==> config.mk <==
export PLATFORM = sky130hd
export DESIGN_NAME = alu_sequencer
export DESIGN_NICKNAME = d
export VERILOG_FILES = /design/src/rtl/alu_seq_pkg.sv /design/src/rtl/alu_seq_decode.sv /design/src/rtl/alu_sequencer.sv
export SDC_FILE = /design/constraint.sdc
export NUM_CORES = 1
export LEC_CHECK = 0
export ABC_CLOCK_PERIOD_IN_PS = 2600
export CAP_MARGIN = 10
export CORE_UTILIZATION = 48
export DETAILED_ROUTE_END_ITERATION = 12
export GPL_ROUTABILITY_DRIVEN = 1
export PLACE_DENSITY = 0.8
export SLEW_MARGIN = 5
export SYNTH_ARGS = -nofsm -noshare
export SYNTH_HDL_FRONTEND = slang
export SYNTH_SLANG_ARGS = --single-unit
==> constraint.sdc <==
create_clock -name clk -period 2.6 [get_ports clk]
set_input_delay 0.26 -clock clk [delete_from_list [all_inputs] [get_ports clk]]
set_output_delay 0.26 -clock clk [all_outputs]
set_load 0.03 [all_outputs]
==> src/rtl/alu_seq_pkg.sv <==
// Shared types and constants for the ALU sequencer: opcodes, FSM states,
// instruction field positions, ALUControl encodings and the decoded control bundle.
package alu_seq_pkg;

    localparam int unsigned INSTR_W = 20;

    // Instruction field bit positions: op[19:16] f1[15:12] f2[11:8] imm[7:0]
    localparam int unsigned OP_MSB  = 19;
    localparam int unsigned OP_LSB  = 16;
    localparam int unsigned F1_MSB  = 15;
    localparam int unsigned F1_LSB  = 12;
    localparam int unsigned F2_MSB  = 11;
    localparam int unsigned F2_LSB  = 8;
    localparam int unsigned IMM_MSB = 7;
    localparam int unsigned IMM_LSB = 0;
    localparam int unsigned RS2_MSB = 3;
    localparam int unsigned RS2_LSB = 0;

    // ALUControl encodings seen by the datapath
    localparam logic [1:0] ALU_AND = 2'b00;
    localparam logic [1:0] ALU_OR  = 2'b01;
    localparam logic [1:0] ALU_ADD = 2'b10;
    localparam logic [1:0] ALU_SUB = 2'b11;

    typedef enum logic [3:0] {
        OP_AND   = 4'h0,
        OP_OR    = 4'h1,
        OP_ADD   = 4'h2,
        OP_SUB   = 4'h3,
        OP_ANDI  = 4'h4,
        OP_ORI   = 4'h5,
        OP_ADDI  = 4'h6,
        OP_SUBI  = 4'h7,
        OP_BEQ   = 4'h8,
        OP_BNE   = 4'h9,
        OP_JMP   = 4'hA,
        OP_NOP_B = 4'hB,
        OP_NOP_C = 4'hC,
        OP_NOP_D = 4'hD,
        OP_NOP_E = 4'hE,
        OP_HALT  = 4'hF
    } opcode_e;

    typedef enum logic [1:0] {
        ST_IDLE  = 2'd0,
        ST_FETCH = 2'd1,
        ST_EXEC  = 2'd2,
        ST_HALT  = 2'd3
    } state_e;

    // Datapath-facing control bundle produced by the decoder
    typedef struct packed {
        logic [3:0] ra1;
        logic [3:0] ra2;
        logic [3:0] wa;
        logic [7:0] imm;
        logic       alu_src;
        logic [1:0] alu_ctrl;
        logic       we;
    } ctrl_t;

endpackage

==> src/rtl/alu_seq_decode.sv <==
// Combinational instruction decoder: maps the latched instruction word onto
// register addresses, immediate, ALU controls and control-flow flags.
module alu_seq_decode
    import alu_seq_pkg::*;
(
    input  logic [INSTR_W-1:0] ir_i,
    output ctrl_t              ctrl_o,
    output logic               is_branch_o,
    output logic               branch_ne_o,
    output logic               is_jmp_o,
    output logic               is_halt_o
);

    logic [3:0] op_bits;
    logic [3:0] f1;
    logic [3:0] f2;
    logic [7:0] imm;
    logic [3:0] rs2;
    opcode_e    op;

    assign op_bits = ir_i[OP_MSB:OP_LSB];
    assign f1      = ir_i[F1_MSB:F1_LSB];
    assign f2      = ir_i[F2_MSB:F2_LSB];
    assign imm     = ir_i[IMM_MSB:IMM_LSB];
    assign rs2     = imm[RS2_MSB:RS2_LSB];
    assign op      = opcode_e'(op_bits);

    // Decode the opcode; unused fields stay at zero for every instruction class
    always_comb begin
        ctrl_o      = '0;
        is_branch_o = 1'b0;
        branch_ne_o = 1'b0;
        is_jmp_o    = 1'b0;
        is_halt_o   = 1'b0;
        case (op)
            OP_AND, OP_OR, OP_ADD, OP_SUB: begin
                ctrl_o.wa       = f1;
                ctrl_o.ra1      = f2;
                ctrl_o.ra2      = rs2;
                ctrl_o.alu_src  = 1'b0;
                ctrl_o.alu_ctrl = op_bits[1:0];
                ctrl_o.we       = 1'b1;
            end
            OP_ANDI, OP_ORI, OP_ADDI, OP_SUBI: begin
                ctrl_o.wa       = f1;
                ctrl_o.ra1      = f2;
                ctrl_o.imm      = imm;
                ctrl_o.alu_src  = 1'b1;
                ctrl_o.alu_ctrl = op_bits[1:0];
                ctrl_o.we       = 1'b1;
            end
            OP_BEQ, OP_BNE: begin
                // Compare by subtraction; the datapath reports equality on Zero
                ctrl_o.ra1      = f2;
                ctrl_o.ra2      = f1;
                ctrl_o.alu_src  = 1'b0;
                ctrl_o.alu_ctrl = ALU_SUB;
                is_branch_o     = 1'b1;
                branch_ne_o     = (op == OP_BNE);
            end
            OP_JMP: begin
                is_jmp_o = 1'b1;
            end
            OP_HALT: begin
                is_halt_o = 1'b1;
            end
            default: begin
            end
        endcase
    end

endmodule

==> src/rtl/alu_sequencer.sv <==
// Multi-cycle control unit for the register-file/ALU datapath: fetches over a
// req/valid handshake, executes each instruction in one EXEC cycle, and keeps
// the PC, halt state and a saturating retired-instruction count.
module alu_sequencer
    import alu_seq_pkg::*;
#(
    parameter int unsigned PC_W  = 8,
    parameter int unsigned CNT_W = 16
) (
    input  logic               clk,
    input  logic               reset,
    input  logic               start,
    output logic               imem_req,
    output logic [PC_W-1:0]    imem_addr,
    input  logic               imem_valid,
    input  logic [INSTR_W-1:0] imem_rdata,
    input  logic               Zero,
    output logic [3:0]         RA1,
    output logic [3:0]         RA2,
    output logic [3:0]         WA,
    output logic [7:0]         immediate,
    output logic               ALUSrc,
    output logic [1:0]         ALUControl,
    output logic               write_enable,
    output logic               busy,
    output logic               halted,
    output logic [PC_W-1:0]    pc,
    output logic [CNT_W-1:0]   retired
);

    state_e               state_q, state_d;
    logic [PC_W-1:0]      pc_q, pc_d;
    logic [INSTR_W-1:0]   ir_q, ir_d;
    logic [CNT_W-1:0]     retired_q, retired_d;
    logic                 imem_req_q;
    logic                 busy_q;
    logic                 halted_q;

    ctrl_t                dec_ctrl;
    ctrl_t                out_ctrl;
    logic                 dec_is_branch;
    logic                 dec_branch_ne;
    logic                 dec_is_jmp;
    logic                 dec_is_halt;

    logic [7:0]           imm_field;
    logic signed [7:0]    imm_signed;
    logic [PC_W-1:0]      pc_seq;
    logic [PC_W-1:0]      pc_branch;
    logic [PC_W-1:0]      pc_jump;
    logic                 branch_taken;
    logic [CNT_W-1:0]     retired_inc;

    alu_seq_decode u_decode (
        .ir_i        (ir_q),
        .ctrl_o      (dec_ctrl),
        .is_branch_o (dec_is_branch),
        .branch_ne_o (dec_branch_ne),
        .is_jmp_o    (dec_is_jmp),
        .is_halt_o   (dec_is_halt)
    );

    // Control-flow targets; all PC arithmetic wraps modulo 2^PC_W
    assign imm_field    = ir_q[IMM_MSB:IMM_LSB];
    assign imm_signed   = imm_field;
    assign pc_seq       = pc_q + PC_W'(1);
    assign pc_branch    = pc_q + PC_W'(imm_signed);
    assign pc_jump      = PC_W'(imm_field);
    assign branch_taken = dec_is_branch & (Zero ^ dec_branch_ne);
    assign retired_inc  = (retired_q == '1) ? retired_q : retired_q + CNT_W'(1);

    // Next-state, PC, IR and counter selection
    always_comb begin
        state_d   = state_q;
        pc_d      = pc_q;
        ir_d      = ir_q;
        retired_d = retired_q;
        case (state_q)
            ST_IDLE: begin
                if (start) begin
                    state_d = ST_FETCH;
                end
            end
            ST_FETCH: begin
                if (imem_valid) begin
                    ir_d    = imem_rdata;
                    state_d = ST_EXEC;
                end
            end
            ST_EXEC: begin
                retired_d = retired_inc;
                if (dec_is_halt) begin
                    state_d = ST_HALT;
                end else begin
                    state_d = ST_FETCH;
                    if (branch_taken) begin
                        pc_d = pc_branch;
                    end else if (dec_is_jmp) begin
                        pc_d = pc_jump;
                    end else begin
                        pc_d = pc_seq;
                    end
                end
            end
            ST_HALT: begin
                if (start) begin
                    pc_d      = '0;
                    retired_d = '0;
                    state_d   = ST_FETCH;
                end
            end
            default: begin
                state_d = ST_IDLE;
            end
        endcase
    end

    // FSM state, architectural registers and registered status flags
    always_ff @(posedge clk) begin
        if (reset) begin
            state_q    <= ST_IDLE;
            pc_q       <= '0;
            ir_q       <= '0;
            retired_q  <= '0;
            imem_req_q <= 1'b0;
            busy_q     <= 1'b0;
            halted_q   <= 1'b0;
        end else begin
            state_q    <= state_d;
            pc_q       <= pc_d;
            ir_q       <= ir_d;
            retired_q  <= retired_d;
            imem_req_q <= (state_d == ST_FETCH);
            busy_q     <= (state_d == ST_FETCH) || (state_d == ST_EXEC);
            halted_q   <= (state_d == ST_HALT);
        end
    end

    // Datapath controls are live only during EXEC, zero otherwise
    always_comb begin
        out_ctrl = '0;
        if (state_q == ST_EXEC) begin
            out_ctrl = dec_ctrl;
        end
    end

    assign RA1          = out_ctrl.ra1;
    assign RA2          = out_ctrl.ra2;
    assign WA           = out_ctrl.wa;
    assign immediate    = out_ctrl.imm;
    assign ALUSrc       = out_ctrl.alu_src;
    assign ALUControl   = out_ctrl.alu_ctrl;
    assign write_enable = out_ctrl.we;

    assign imem_req  = imem_req_q;
    assign imem_addr = pc_q;
    assign busy      = busy_q;
    assign halted    = halted_q;
    assign pc        = pc_q;
    assign retired   = retired_q;

endmodule

# [Yosys cells after proc, flatten, opt, wreduce, memory -nomap -nowiden]
# Cells that the tools add are included.
[totals] output_inout_bits=59 ff_bits=49 wordCells=69 input_bits=25
[classes] n_reduce_logical=13 n_mux=23 eq_ne=21 n_addsub=3 n_bitwise=2
[op_table] cell="8-bit 2-to-1 mux" n=5
[op_table] cell="16-bit 2-to-1 mux" n=2
[op_table] cell="16-bit case mux with 2 select lines" n=1
[op_table] cell="24-bit 2-to-1 mux" n=1
[op_table] cell="16-bit by 1-bit adder with 16-bit output, second input constant" n=1
[op_table] cell="16-bit == test, second input constant" n=1
[op_table] cell="4-bit by 3-bit == test with 1-bit output, second input constant" n=4
[op_table] cell="4-bit == test, second input constant" n=4
[op_table] cell="8-bit case mux with 2 select lines" n=1
[op_table] cell="10-bit OR reduction" n=1
[op_table] cell="3-bit case mux with 3 select lines" n=1
[op_table] cell="8-bit by 1-bit adder with 8-bit output, second input constant" n=1
[op_table] cell="8-bit adder" n=1
[op_table] cell="2-bit == test, second input constant" n=4
[op_table] cell="4-bit by 2-bit == test with 1-bit output, second input constant" n=2
[op_table] cell="4-bit 2-to-1 mux" n=2
[op_table] cell="4-bit case mux with 2 select lines" n=1
[op_table] cell="4-bit OR reduction" n=2
[op_table] cell="8-bit OR reduction" n=1
[op_table] cell="2-bit 2-to-1 mux" n=3
[op_table] cell="2-bit != test, second input constant" n=3
[op_table] cell="2-bit case mux with 3 select lines" n=1
[op_table] cell="3-bit AND reduction" n=2
[op_table] cell="1-bit 2-to-1 mux" n=5
[op_table] cell="other kinds (10)" n=12

# [Logic depth before layout (Yosys ltp)]
[depth] word_depth=8 ltp_mapped=8 ltp_nobuf=7

# [Cells and area by module]
# From an unflattened synthesis, not the netlist that was laid out.
[unflattened] cells_unflattened=397 hier_area_um2=3123.0
[modules_own_cells] module="alu_sequencer" area_per_inst_um2=2882.8 instances=1 cells_each=359 seq_area_each_um2=980.9
[modules_own_cells] module="alu_seq_decode" area_per_inst_um2=240.2 instances=1 cells_each=38 seq_area_each_um2=0.0

# [Least setup slack after synthesis]
# Ideal clock, no wire load.
[synth_timing] path_kind="flip-flop to output port" start="reg state_q[0]" end="out immediate[4]" stages_incl_launch_ff=6 path_slack_ns=0.638 arrival_ns=1.702 required_ns=2.340 path_buffers=1 cell_sequence="dfxtp_1 > inv_1 > ha_1 > nor2b_1 > clkbuf_1 > and3_1"
[synth_via] elab_chain_len=2
[synth_rtl] element="start, declared" line="alu_sequencer.sv:31" source="state_e state_q, state_d;"
[synth_rtl] element="start signal, assigned" line="alu_sequencer.sv:129" source="state_q <= state_d;"
[synth_rtl] element="2-bit == test" line="alu_sequencer.sv:142" source="if (state_q == ST_EXEC) begin"
[synth_rtl] element="24-bit 2-to-1 mux" line="alu_sequencer.sv:142"
[synth_rtl] element="end, declared" line="alu_sequencer.sv:21" source="output logic [7:0] immediate,"
# Every way passes these cells.

# [Worst setup path in the final report]
[layout_timing] start="reg state_q[1]" end="out RA2[1]"
[layout_via] elab_chain_len=2
[layout_rtl] element="2-bit == test" line="alu_sequencer.sv:142"
[layout_rtl] element="24-bit 2-to-1 mux" line="alu_sequencer.sv:142"
[layout_rtl] element="end, declared" line="alu_sequencer.sv:19" source="output logic [3:0] RA2,"
# Every way passes these cells.

==> results.yml <==
clock_tree:
  hold_buffers: 0
  cts_root_buf: "clkbuf_8"
  cts_buffers: 5
  cts_setup_buffers: 0
  htree_levels: 2
  clock_path_buffers: 2
  clk_latency_ns: 0.30
  cts_tree: "built"
  clkSlewWorstSetupHoldPaths_ns: 0.10
  cts_sinks: 49
grt:
  grt.overflow.total: 0
  grt_busiest_layer: "met2"
  met3_usage: 0.03977
  grt_pass1_wl_um: 11640
  grt_pass1_vias: 2489
  grt_use_met2: 0.3812
  grt_use_total: 0.2296
  grt_max_degree: 27
  antenna_found_initial: 0
  grt_use_met1: 0.3113
critical_path:
  end_kind: "output port"
  r2r-start: "state_q[1]"
  critical_path_peak_fanout: 17
  startpoint: "state_q[1]"
  worst-setup-path-type: "register to output port"
  startpoint_type: "register"
  cp.required_ns: 2.34
  critPathArrivalTime_ns: 2.15
  reg2regPathDepth: 6
drt:
  dr.pass1.iters: 4
  drt_iter0_markers: 159
  ant_nets: 0
  finalWirelength_um: 7255
  via_per_inst: 5.524
  vias: 2806
  drc_errors: 0
  wl_per_cell_um: 14.28
synth:
  synth_area_leader_cell: "dfxtp_1"
  yosysTopAreaCellShare: 0.3335
  synth_warnings: 0
  ys.flop_type: "dfxtp_1"
  syn_inst: 362
  syn_nets: 403
  synth_edf_count: 0
  ys_async_sr_fraction: 0
  synth.cell_area_mm2: 0.002942
  synthDistinctLibCells: 52
  avgSynthCellArea_um2: 8.126
  yosysSeqAreaShare: 0.3335
  synth-seq-cells: 49
  synth_area_leaders: "dfxtp_1 (33%), nand2_1 (6.5%), ha_1 (6.4%)"
placed_design:
  globalplace.congestion: 0.8996
  portBuffers: 83
  placed_cells: 500
  place_area_mm2: 0.003741
  dp_hpwl_um: 5439
  dp_slack_ns: 0.3606
run:
  cap_viol_max_count: 0
sta:
  clock_skew_ns: 0.01042
  setup_slack_ns: 0.1871
  holdWs_ns: 0.4615
  fmax_mhz: 414.4
  min_period_ns: 2.413
  final-setup-viol-count: 0
  slew_headroom: 0.3152
  slew_viol_final: 0
  worst_pin_slew_ns: 1.025
  totalNegativeSetupSlack_ns: 0
  period_share: 0.9280
  finalHoldViolCount: 0
  rsz0062_at_grt: "no"
floorplanning:
  rows: 28
  start_util: 0.4968
  die_y_um: 80.29
  die-width_um: 80.29
  dieArea_mm2: 0.006446
  coreArea_mm2: 0.005921
  num_io_pins: 84
pwr:
  power_mw: 2.238
  leakagePower_nw: 1.454
  vdd_drop_max_uv: 389.5
  p_per_area_mw_per_mm2: 580.4
finish:
  final_cell_mix: "clkdlybuf4s50_1 (69), nand2_1 (51), dfxtp_1 (49)"
  seqCellArea_um2: 980.9
  n_antenna_cell: 0
  drive_above_1_share: 0.08776
  stdcell_count: 508
  area_delta_synth_final_pct: 31.09
  final_common_cell: "clkdlybuf4s50_1"
  multiInputGateArea_mm2: 0.001813
  fin_util: 0.6513
  fill_cells: 513
  nets: 473
  fin_area_mm2: 0.003856
outcome:
  status: "finished clean"
min_path:
  hp-start: "ir_q[11]"
  min_path_type: "register to register"
  hold_depth: 2
registers in the layout, indices dropped and copies added (netlist names):
register   cells
busy           1
state_q        2
imem_addr      8
retired       16
ir_q          20
imem_req       1
halted         1
what timing repair did:
item	4_1_cts	5_1_grt
gates resized for setup	0	1
hold endpoints to repair	0	0
endpoints found under the setup margin	0	4
worst max-delay path: stages, from the launching register on:
cell	delay [ns]
dfxtp_1	0.43
ha_2	0.40
nand2b_1	0.18
a21oi_1	0.15
clkdlybuf4s50_1	0.68
kinds of logic after synthesis:
logic type / Yosys count / share of synthesized area
AOI/OAI and AO/OA: 78 / 0.1684
and+or+nand+nor: 160 / 0.2901
DFF: 49 / 0.3335
xor gates and xnor gates: 22 / 0.06551
adders and majority gates: 16 / 0.07061
muxes: 6 / 0.02084
buffers and inverters: 31 / 0.05104
final timing paths:
check | end | slack [ns]
max reg2reg | imem_addr[6] | 0.51
min reg2reg | ir_q[11] | 0.46
max | RA2[1] | 0.19
min | ir_q[11] | 0.46
routing by layer:
layer	routed length (um)	vias up
li1	-	1410
met1	3385	1303
met2	3399	85
met3	416	8
met4	54	0
met5	0	-
final cells by class:
type,count,share of cell area
Inverter,6,0.005840
Multi-Input combinational cell,282,0.4701
Clock inverter,3,0.01136
Timing Repair Buffer,88,0.2161
Clock buffer,5,0.01785
Sequential cell,49,0.2544
Tap cell,75,0.02433
cells in the mapped netlist (all sizes together) (5+ instances only):
cell type,count
nand2,52
dfxtp,49
a21oi,35
nor2,27
and3,16
ha,15
clkbuf,14
xnor2,14
buf,11
nand4,9
nand2b,8
nand3,8
o21ai,8
xor2,8
and2,6
inv,6
nor2b,6
nor3,6
a21o,5
mux2i,5
nor4,5
power by group:
group / switching [mW] / leakage, nW / internal, mW / total [mW]
clock network: 0.266 / 0.0585 / 0.289 / 0.555
logic: 0.435 / 0.999 / 0.319 / 0.754
registers: 0.0980 / 0.397 / 0.832 / 0.930
total: 0.799 / 1.45 / 1.44 / 2.24
Note: power is estimated with default switching activity, not from simulation.
